--- src/rtl/scoreboard_if.sv ---
// Scoreboard record types and the issue/commit/writeback bundle.
package scoreboard_pkg;
    localparam int NR_SB_ENTRIES = 4;
    localparam int NR_WB_PORTS   = 3;
    localparam int TRANS_ID_BITS = $clog2(NR_SB_ENTRIES);

    typedef struct packed {
        logic [63:0] cause;
        logic [63:0] tval;
        logic        valid;
    } exception;

    typedef struct packed {
        logic [63:0]              pc;
        logic [TRANS_ID_BITS-1:0] trans_id;
        logic [3:0]               fu;
        logic [7:0]               op;
        logic [4:0]               rs1;
        logic [4:0]               rs2;
        logic [4:0]               rd;
        logic [63:0]              result;
        logic                     valid;
        exception                 ex;
    } scoreboard_entry;
endpackage

interface scoreboard_if #(
    parameter int NR_ENTRIES  = scoreboard_pkg::NR_SB_ENTRIES,
    parameter int NR_WB_PORTS = scoreboard_pkg::NR_WB_PORTS
);
    localparam int TIDW = $clog2(NR_ENTRIES);

    scoreboard_pkg::scoreboard_entry decoded_instr_i;
    logic                            decoded_instr_valid_i;
    logic                            decoded_instr_ack_o;
    logic [TIDW-1:0]                 issue_trans_id_o;

    scoreboard_pkg::scoreboard_entry commit_instr_o;
    logic                            commit_valid_o;
    logic                            commit_ack_i;

    logic [NR_WB_PORTS-1:0]                  wb_valid_i;
    logic [NR_WB_PORTS-1:0][TIDW-1:0]        wb_trans_id_i;
    logic [NR_WB_PORTS-1:0][63:0]            wb_data_i;
    scoreboard_pkg::exception [NR_WB_PORTS-1:0] wb_ex_i;

    modport master (
        output decoded_instr_i, decoded_instr_valid_i,
        output commit_ack_i,
        output wb_valid_i, wb_trans_id_i, wb_data_i, wb_ex_i,
        input  decoded_instr_ack_o, issue_trans_id_o,
        input  commit_instr_o, commit_valid_o
    );

    modport slave (
        input  decoded_instr_i, decoded_instr_valid_i,
        input  commit_ack_i,
        input  wb_valid_i, wb_trans_id_i, wb_data_i, wb_ex_i,
        output decoded_instr_ack_o, issue_trans_id_o,
        output commit_instr_o, commit_valid_o
    );
endinterface

--- src/rtl/scoreboard.sv ---
// In-order scoreboard between issue and commit.
// Define SB_FORWARD_EN to add the rs1/rs2 operand-forwarding lookup.
module scoreboard #(
    parameter int NR_ENTRIES  = scoreboard_pkg::NR_SB_ENTRIES,
    parameter int NR_WB_PORTS = scoreboard_pkg::NR_WB_PORTS
) (
    input  logic        clk_i,
    input  logic        rst_ni,
    input  logic        flush_i,
    output logic        full_o,
    scoreboard_if.slave sb,
    output logic [31:0] rd_clobber_o
`ifdef SB_FORWARD_EN
    ,
    input  logic [4:0]  rs1_i,
    input  logic [4:0]  rs2_i,
    output logic [63:0] rs1_o,
    output logic [63:0] rs2_o,
    output logic        rs1_valid_o,
    output logic        rs2_valid_o
`endif
);
    import scoreboard_pkg::*;

    localparam int TIDW = $clog2(NR_ENTRIES);
    localparam int CW   = TIDW + 1;

    scoreboard_entry       r_mem [NR_ENTRIES];
    logic [NR_ENTRIES-1:0] r_occ;
    logic [TIDW-1:0]       r_head;
    logic [TIDW-1:0]       r_tail;
    logic [CW-1:0]         r_cnt;

    logic            w_issue;
    logic            w_commit;
    logic [31:0]     w_clobber;
    scoreboard_entry w_new;

    assign full_o   = (r_cnt == CW'(NR_ENTRIES));
    assign w_issue  = sb.decoded_instr_valid_i & ~full_o & ~flush_i;
    assign w_commit = sb.commit_valid_o & sb.commit_ack_i;

    assign sb.decoded_instr_ack_o = w_issue;
    assign sb.issue_trans_id_o    = r_tail;
    assign sb.commit_instr_o      = r_mem[r_head];
    assign sb.commit_valid_o      = r_occ[r_head] & r_mem[r_head].valid;

    always_comb begin
        w_new          = sb.decoded_instr_i;
        w_new.trans_id = r_tail;
    end

    always_comb begin
        w_clobber = '0;
        for (int i = 0; i < NR_ENTRIES; i++) begin
            if (r_occ[i]) w_clobber[r_mem[i].rd] = 1'b1;
        end
        w_clobber[0] = 1'b0;
    end
    assign rd_clobber_o = w_clobber;

    // Later ports overwrite earlier ones; a commit of the head drops its writeback.
    always_ff @(posedge clk_i or negedge rst_ni) begin
        if (!rst_ni) begin
            for (int i = 0; i < NR_ENTRIES; i++) r_mem[i] <= '0;
            r_occ  <= '0;
            r_head <= '0;
            r_tail <= '0;
            r_cnt  <= '0;
        end else if (flush_i) begin
            r_occ  <= '0;
            r_head <= '0;
            r_tail <= '0;
            r_cnt  <= '0;
        end else begin
            for (int k = 0; k < NR_WB_PORTS; k++) begin
                if (sb.wb_valid_i[k] && r_occ[sb.wb_trans_id_i[k]] &&
                    !(w_commit && sb.wb_trans_id_i[k] == r_head)) begin
                    r_mem[sb.wb_trans_id_i[k]].result <= sb.wb_data_i[k];
                    r_mem[sb.wb_trans_id_i[k]].valid  <= 1'b1;
                    if (sb.wb_ex_i[k].valid)
                        r_mem[sb.wb_trans_id_i[k]].ex <= sb.wb_ex_i[k];
                end
            end
            if (w_issue) begin
                r_mem[r_tail] <= w_new;
                r_occ[r_tail] <= 1'b1;
                r_tail        <= r_tail + 1'b1;
            end
            if (w_commit) begin
                r_occ[r_head] <= 1'b0;
                r_head        <= r_head + 1'b1;
            end
            unique case ({w_issue, w_commit})
                2'b10:   r_cnt <= r_cnt + 1'b1;
                2'b01:   r_cnt <= r_cnt - 1'b1;
                default: r_cnt <= r_cnt;
            endcase
        end
    end

`ifdef SB_FORWARD_EN
    // Walk oldest to youngest so the youngest match is the one left standing.
    function automatic logic [64:0] fwd_lookup(input logic [4:0] rs);
        logic [64:0]     res;
        logic [TIDW-1:0] idx;
        res = '0;
        for (int i = 0; i < NR_ENTRIES; i++) begin
            idx = r_head + TIDW'(i);
            if (CW'(i) < r_cnt && r_mem[idx].rd == rs)
                res = r_mem[idx].valid ? {1'b1, r_mem[idx].result} : '0;
        end
        if (rs == 5'd0) res = '0;
        return res;
    endfunction

    logic [64:0] w_fwd1;
    logic [64:0] w_fwd2;

    always_comb begin
        w_fwd1 = fwd_lookup(rs1_i);
        w_fwd2 = fwd_lookup(rs2_i);
    end

    assign rs1_valid_o = w_fwd1[64];
    assign rs1_o       = w_fwd1[63:0];
    assign rs2_valid_o = w_fwd2[64];
    assign rs2_o       = w_fwd2[63:0];
`endif
endmodule

--- src/flat_wrapper.sv ---
// flat-port wrapper written by rule: the top's interface ports become plain ports
module scoreboard_flat import scoreboard_pkg::*;
#(
    parameter int NR_ENTRIES  = scoreboard_pkg::NR_SB_ENTRIES,
    parameter int NR_WB_PORTS = scoreboard_pkg::NR_WB_PORTS
)
  (clk_i, rst_ni, flush_i, full_o, rd_clobber_o, sb_decoded_instr_i, sb_decoded_instr_valid_i, sb_commit_ack_i, sb_wb_valid_i, sb_wb_trans_id_i, sb_wb_data_i, sb_wb_ex_i, sb_decoded_instr_ack_o, sb_issue_trans_id_o, sb_commit_instr_o, sb_commit_valid_o);
  scoreboard_if #(.NR_ENTRIES(NR_ENTRIES), .NR_WB_PORTS(NR_WB_PORTS)) sb_i ();
  input  logic clk_i;
  input  logic rst_ni;
  input  logic flush_i;
  output logic full_o;
  output logic [31:0] rd_clobber_o;
  input wire logic [$bits(sb_i.decoded_instr_i)-1:0] sb_decoded_instr_i;
  input wire logic [$bits(sb_i.decoded_instr_valid_i)-1:0] sb_decoded_instr_valid_i;
  input wire logic [$bits(sb_i.commit_ack_i)-1:0] sb_commit_ack_i;
  input wire logic [$bits(sb_i.wb_valid_i)-1:0] sb_wb_valid_i;
  input wire logic [$bits(sb_i.wb_trans_id_i)-1:0] sb_wb_trans_id_i;
  input wire logic [$bits(sb_i.wb_data_i)-1:0] sb_wb_data_i;
  input wire logic [$bits(sb_i.wb_ex_i)-1:0] sb_wb_ex_i;
  output wire logic [$bits(sb_i.decoded_instr_ack_o)-1:0] sb_decoded_instr_ack_o;
  output wire logic [$bits(sb_i.issue_trans_id_o)-1:0] sb_issue_trans_id_o;
  output wire logic [$bits(sb_i.commit_instr_o)-1:0] sb_commit_instr_o;
  output wire logic [$bits(sb_i.commit_valid_o)-1:0] sb_commit_valid_o;
  assign sb_i.decoded_instr_i = sb_decoded_instr_i;
  assign sb_i.decoded_instr_valid_i = sb_decoded_instr_valid_i;
  assign sb_i.commit_ack_i = sb_commit_ack_i;
  assign sb_i.wb_valid_i = sb_wb_valid_i;
  assign sb_i.wb_trans_id_i = sb_wb_trans_id_i;
  assign sb_i.wb_data_i = sb_wb_data_i;
  assign sb_i.wb_ex_i = sb_wb_ex_i;
  assign sb_decoded_instr_ack_o = sb_i.decoded_instr_ack_o;
  assign sb_issue_trans_id_o = sb_i.issue_trans_id_o;
  assign sb_commit_instr_o = sb_i.commit_instr_o;
  assign sb_commit_valid_o = sb_i.commit_valid_o;
  scoreboard #(.NR_ENTRIES(NR_ENTRIES), .NR_WB_PORTS(NR_WB_PORTS)) u_core (.clk_i(clk_i), .rst_ni(rst_ni), .flush_i(flush_i), .full_o(full_o), .sb(sb_i), .rd_clobber_o(rd_clobber_o));
endmodule
--- config.mk ---
export PLATFORM = sky130hd
export DESIGN_NAME = scoreboard_flat
export DESIGN_NICKNAME = d
export VERILOG_FILES = /design/src/rtl/scoreboard_if.sv /design/src/rtl/scoreboard.sv /design/src/flat_wrapper.sv
export SDC_FILE = /design/constraint.sdc
export NUM_CORES = 2
export LEC_CHECK = 0
export ABC_AREA = 0
export CAP_MARGIN = 20
export CORE_AREA = 2 2 462 464
export DETAILED_ROUTE_END_ITERATION = 6
export DIE_AREA = 0 0 464 466
export GPL_TIMING_DRIVEN = 0
export SYNTH_ARGS = -nofsm -noshare
export SYNTH_HDL_FRONTEND = slang
export SYNTH_SLANG_ARGS = --single-unit
export TNS_END_PERCENT = 1
--- constraint.sdc ---
create_clock -name clk_i -period 2.3 [get_ports clk_i]
set_input_delay 0.345 -clock clk_i [delete_from_list [all_inputs] [get_ports clk_i]]
set_output_delay 0.345 -clock clk_i [all_outputs]
set_load 0.01 [all_outputs]
==> Yosys cells after proc, flatten, opt, wreduce, memory -nomap -nowiden <==
Cells that the tools add are included.
{ "totals": {"mem_count": 0, "in_bits": 880, "mem_bits_ro": 0, "wordCells": 205, "register_bits": 1159, "out_inout_bits": 324, "ram_bits": 0, "latch_bits": 0} }
{ "classes": {"add_sub_neg": 4, "n_eq_ne": 6, "n_lt_le_gt_ge": 24, "n_mux": 77, "n_shift": 0, "reduce_logical": 25, "mul": 0, "n_div": 0, "bitwise_logic": 17} }
{ "op_table": {"columns": ["operator", "count"], "rows": [
  ["$bwmux W1148", 10],
  ["$mux W1148", 10],
  ["$demux W287 S2", 10],
  ["$mux W287", 3],
  ["$mux W194", 3],
  ["$bmux W287 S2", 1],
  ["$mux W130", 3],
  ["$mux W129", 3],
  ["$mux W32", 4],
  ["$or A32 B32 Y32", 3],
  ["$lt A5 B6 Y1 const B", 4],
  ["$demux W1 S5", 4],
  ["$ge A5 B1 Y1 const B", 4],
  ["$logic_and A1 B1 Y1", 19],
  ["$mux W4", 4],
  ["$ge A3 B3 Y1 const B", 5],
  ["$lt A2 B3 Y1 const B", 5],
  ["$not A2 Y3", 5],
  ["$lt A3 B1 Y1 const B", 4],
  ["$mux W1", 10],
  ["$bmux W1 S2", 4],
  ["$mux W2", 4],
  ["$eq A2 B2 Y1", 3],
  ["$pmux W3 S2", 1],
  ["17 further kinds", 27]
]} }

==> Logic depth before layout (Yosys ltp) <==
{ "depth": {"ltp_word": 25, "depth_mapped": 12, "mapped_depth_nobuf": 9} }

==> Worst setup path after synthesis <==
OpenSTA, ideal clock, no wires.
{ "synth_path": {"path_kind": "register to register", "startpoint": "reg u_core.r_head[1]", "endpoint": "reg u_core.r_mem[288] in the netlist's numbering", "path_buffers": 5, "setup_slack_ns": -0.176, "t_arrival_ns": 2.341, "required_time_ns": 2.165, "setup_time_ns": 0.135, "path_stages_with_launch": 12, "period_less_slack_ns": 2.476, "path_cell_list": "dfrtp_1 > buf_6 > mux2_2 > nand3_2 > a21oi_2 > buf_4 > buf_6 > buf_4 > buf_2 > or3_1 > a311oi_1 > o31ai_1"} }
{ "synth_between": {"elab_chain_cells": 25, "elab_cells_between_ends": 36, "classes_between": "eq/ne (3); mux (21); bitwise (3); reduce/logical (9)"} }
{ "synth_lines": {"columns": ["item", "line", "source"], "rows": [
  ["start: declaration", "scoreboard.sv:30", "logic [TIDW-1:0] r_head;"],
  ["start signal: assignment", "scoreboard.sv:92", "r_head <= r_head + 1'b1;"],
  ["$not A2 Y3 (not written as such)", "scoreboard.sv:46", "assign sb.commit_valid_o = r_occ[r_head] & r_mem[r_head].valid;"],
  ["$bmux W287 S2", "scoreboard.sv:46", null],
  ["$mux W287 (not written as such) (2 in a row)", "scoreboard.sv:46", null],
  ["$and A1 B1 Y1", "scoreboard.sv:46", null],
  ["$and A1 B1 Y1", "scoreboard.sv:41", "assign w_commit = sb.commit_valid_o & sb.commit_ack_i;"],
  ["$logic_and A1 B1 Y1", "scoreboard.sv:78", "!(w_commit && sb.wb_trans_id_i[k] == r_head)) begin"],
  ["$logic_not A1 Y1", "scoreboard.sv:78", null],
  ["$logic_and A1 B1 Y1", "scoreboard.sv:77", "if (sb.wb_valid_i[k] && r_occ[sb.wb_trans_id_i[k]] &&"],
  ["[... 8 more ...]", null, null],
  ["$bwmux W1148", "scoreboard.sv:79", "r_mem[sb.wb_trans_id_i[k]].result <= sb.wb_data_i[k];"],
  ["$bwmux W1148", "scoreboard.sv:80", "r_mem[sb.wb_trans_id_i[k]].valid <= 1'b1;"],
  ["$bwmux W1148", "scoreboard.sv:82", "r_mem[sb.wb_trans_id_i[k]].ex <= sb.wb_ex_i[k];"],
  ["$mux W1148", "scoreboard.sv:81", "if (sb.wb_ex_i[k].valid)"],
  ["$mux W1148 (*)", "scoreboard.sv:77", null],
  ["$mux W1148 (*)", "scoreboard.sv:70", "end else if (flush_i) begin"],
  ["$bwmux W1148", "scoreboard.sv:86", "r_mem[r_tail] <= w_new;"],
  ["$mux W1148 (*)", "scoreboard.sv:85", "if (w_issue) begin"],
  ["end signal: indexed assignment", "scoreboard.sv:86", null],
  ["end: declaration", "scoreboard.sv:28", "scoreboard_entry r_mem [NR_ENTRIES];"]
]} }
Mark *: on every way between the ends. The rest lies on a longest branch, timed or not. The select of a mux whose other input is x is not followed.
A chain may end at the register's enable or synchronous reset.

==> Worst setup path after layout <==
{ "layout_path": {"startpoint": "reg u_core.r_head[0]", "endpoint": "reg u_core.r_mem[579] in the netlist's numbering"} }
The elaborated chain is that of the path after synthesis.

==> run summary <==
Most used DFF post-synth -> dfrtp_1
CP max FO -> 10
Endpoints failing hold -> 0
Worst path bufs/invs -> 5
Fin worst setup slack -> -1.09 ns
Setup violators final -> 1,499
Clock Path Buffers -> 3
Place WS -> -2.53 ns
Final Util -> 49.5%
Drt wl/cell -> 40.1 microns
Internal power -> 57.2 mW
Top cells by area, synth -> dfrtp_1 (37%), mux2i_1 (9.0%), mux4_2 (8.2%)
GP Congestion -> 1.03
Num CTS Buffers -> 151
Top cell type's share of synthesized area -> 37.0%
Part of the power in registers -> 35.1%
# DRC -> 131
Async S/R FF share, synth -> 100%
Fmax -> 295 MHz
CP Capture Type -> flop
Met1 Usage GRT -> 55.0%
Largest delay contributor family on the critical path -> buffers and inverters
Slowest stage cell, crit path -> clkbuf_2
Kind of critical path -> flop to flop
Via/cell ratio -> 6.95
Global Route Usage Sum -> 47.3%
Worst-skew pair later-pin latency -> 0.87 ns
Vias in the first global route -> 87,100
First-pass GRT wire length -> 723,000 microns
YS warnings -> 0
Mapped cell area -> 78,400 sq um
Gr busiest metal -> met2
Max Cap Viol -> 0
Worst-Margin Slew -> 1.29 ns
Hold/Removal Path Class -> input pin to async pin
Initial DRC count -> 16,200
Arrival @ worst endpoint -> 4.08 ns
Most frequent cells in the layout -> nand2_1 (1,404), dfrtp_1 (1,146), clkdlybuf4s50_1 (911)
Top cell type by total area after synthesis -> dfrtp_1
Post-synthesis register bit count -> 1,158
Clock slew at reported path FFs -> 0.06 ns
Nets -> 11,000
Core Box Area -> 211,000 sq um
Slew HR -> 14.3%
Startpoint types -> flop
Starting Density -> 37.1%
Antenna violations before repair -> 239
Tmin final -> 3.39 ns
Status -> finished with violations
PortBufs -> 1,196
RSZ-0062 raised after global routing -> true
P&R area growth vs syn -> 33.3%
First-pass iteration count of the detailed router -> 7
Hpwl dp -> 382,000 microns
Worst Skew -> 0.0409 ns
DRT antenna net count -> 0
Htree depth -> 4
Comb power frac -> 36.9%
Full die area -> 216,000 sq um
Register area share after synthesis -> 37.0%
Die Width -> 464 microns
Synth cell types -> 78
Req. time, crit path -> 2.99 ns
Clock Tree Root -> clkbuf_16
Power per Cell Area -> 877 nW/um^2
Grt ovf -> 0
Mapped Nets -> 9,483
Max stage delay on crit path -> 0.58 ns
Worst VDD drop -> 0.900 mV
Ports -> 1,204
Clock Power Share -> 28.0%
Sw power -> 34.5 mW
Layout cells sized above 1 -> 16.5%
Pins over their slew limit -> 0
Hold slack -> 0.0525 ns
Row cnt -> 169
Most common cell after layout, fill and taps aside -> nand2_1
Routed WL -> 531,000 microns
Post-Syn Instances -> 8,591
Sink Count -> 1,158
CTS tree -> yes
Met3 Use GR -> 20.9%
Post-synth EDFFs -> 0
CP Cell Sequence -> bufbuf_16, buf_4, nand2b_4, nor4_4, buf_4, nor2_2, clkbuf_2, buf_2, mux2_2, mux2i_1, a211oi_1
Critical path's most frequent cell -> buf_4
Leakage -> 44.2 nW
Met2 Use GR -> 67.5%
Routed vias -> 92,000
Pin count of the biggest net entering global routing -> 179
Die height -> 466 microns
Placed Cells -> 12,700
Failing checks -> design-rule violations, negative setup slack
Cell Count, Final, Fillers Out -> 13,200
Synth Area per Inst -> 9.12 sq um
Final period util -> 147%
Switching Share -> 37.6%
-- per-stage QoR --
stage / area [sq um] / setup TNS [ns] / power, mW
2_1_floorplan: 78400 / -57.41 / 48.5
3_3_place_gp: 93900 / - / 63.1
3_5_place_dp: 95200 / -2330.37 / 64.4
4_1_cts: 103000 / -1248.32 / 89.8
5_1_grt: 104000 / -1146.68 / 94.6
6_report: 104000 / -1119.48 / 91.7
-- sequential cells by signal, summed over array words and instances (netlist names) --
register,cells
u_core.r_cnt,3
u_core.r_head,2
u_core.r_mem,1147
u_core.r_occ,4
u_core.sb.issue_trans_id_o,2
-- what timing repair did --
| item | in CTS | in global routing |
|---|---|---|
| setup buffers | 70 | 43 |
| gates resized for setup | 1046 | 611 |
| pin swaps | 2 | 9 |
| endpoints found under the hold margin | 112 | 0 |
| gates cloned | 14 | 2 |
| setup endpoints to repair | 1473 | 1630 |
| hold buffers | 7 | 0 |
-- area by class of cell --
type                       count  area [sq um]
timing repair buffer        1400         14600
clock buffer                 238          4590
clock inverter                37           606
tap                         2821          3530
sequential                  1158         29000
buffer                       918          5720
antenna                      163           408
inverter                      17          67.6
fill                       19800        107000
multi-input combinational   6483         45900
-- synthesized netlist by cell type, types with 16 or more instances --
master	instances
inv_1	16
a31oi_1	77
a21oi_1	648
a222oi_1	65
o221ai_1	78
dfrtp_1	1158
o211ai_1	315
mux2_2	251
o22ai_1	514
a211oi_1	126
nor3b_1	194
buf_2	150
buf_1	88
nand2b_1	69
o31ai_1	194
mux2i_1	701
mux4_2	286
or3_1	187
clkbuf_1	651
nor2_1	381
o21ai_0	576
nand3_1	20
nand2_1	1415
a311oi_1	188
buf_4	30
-- cell families after synthesis --
logic type | Yosys count | synth area share (%)
flip-flops | 1158 | 37.0
AO/OA/AOI/OAI | 2871 | 23.4
multiplexers | 1238 | 20.8
buffers and inverters | 950 | 5.09
AND/OR/NAND/NOR | 2354 | 13.5
adder cells (fa/ha/maj) | 12 | 0.201
XOR/XNOR | 7 | 0.0782
other | 1 | 0.00479
-- routing by layer --
layer,up-vias,wire [microns]
li1,35800,-
met4,126,50700
met5,-,850
met1,45500,182000
met2,8336,220000
met3,2252,77500
-- worst paths after layout --
path	slack, ns	cells after the start	endpoint	start
worst min register to register	0.47	2	u_core.r_mem[235]	u_core.r_mem[235]
worst max register to register	-1.09	11	u_core.r_mem[579]	u_core.r_head[0]
min in group clk_i	0.09	3	u_core.r_mem[853]	sb_decoded_instr_i[279]
worst min-delay path	0.05	2	u_core.r_mem[696]	rst_ni
worst max-delay path	-1.09	11	u_core.r_mem[579]	u_core.r_head[0]
max in group asynchronous	0	5	u_core.r_mem[1029]	rst_ni
-- power groups by stage --
stage | clock network (mW) | registers (mW) | logic (mW)
6_report | 25.7 | 32.2 | 33.8
5_1_grt | 26.3 | 32.7 | 35.6
4_1_cts | 25.5 | 31.8 | 32.6
3_5_place_dp | 0 | 32.0 | 32.4
3_3_place_gp | 0 | 31.9 | 31.2
2_1_floorplan | 0 | 30.1 | 18.4
Power figures use the tool's default switching activity.
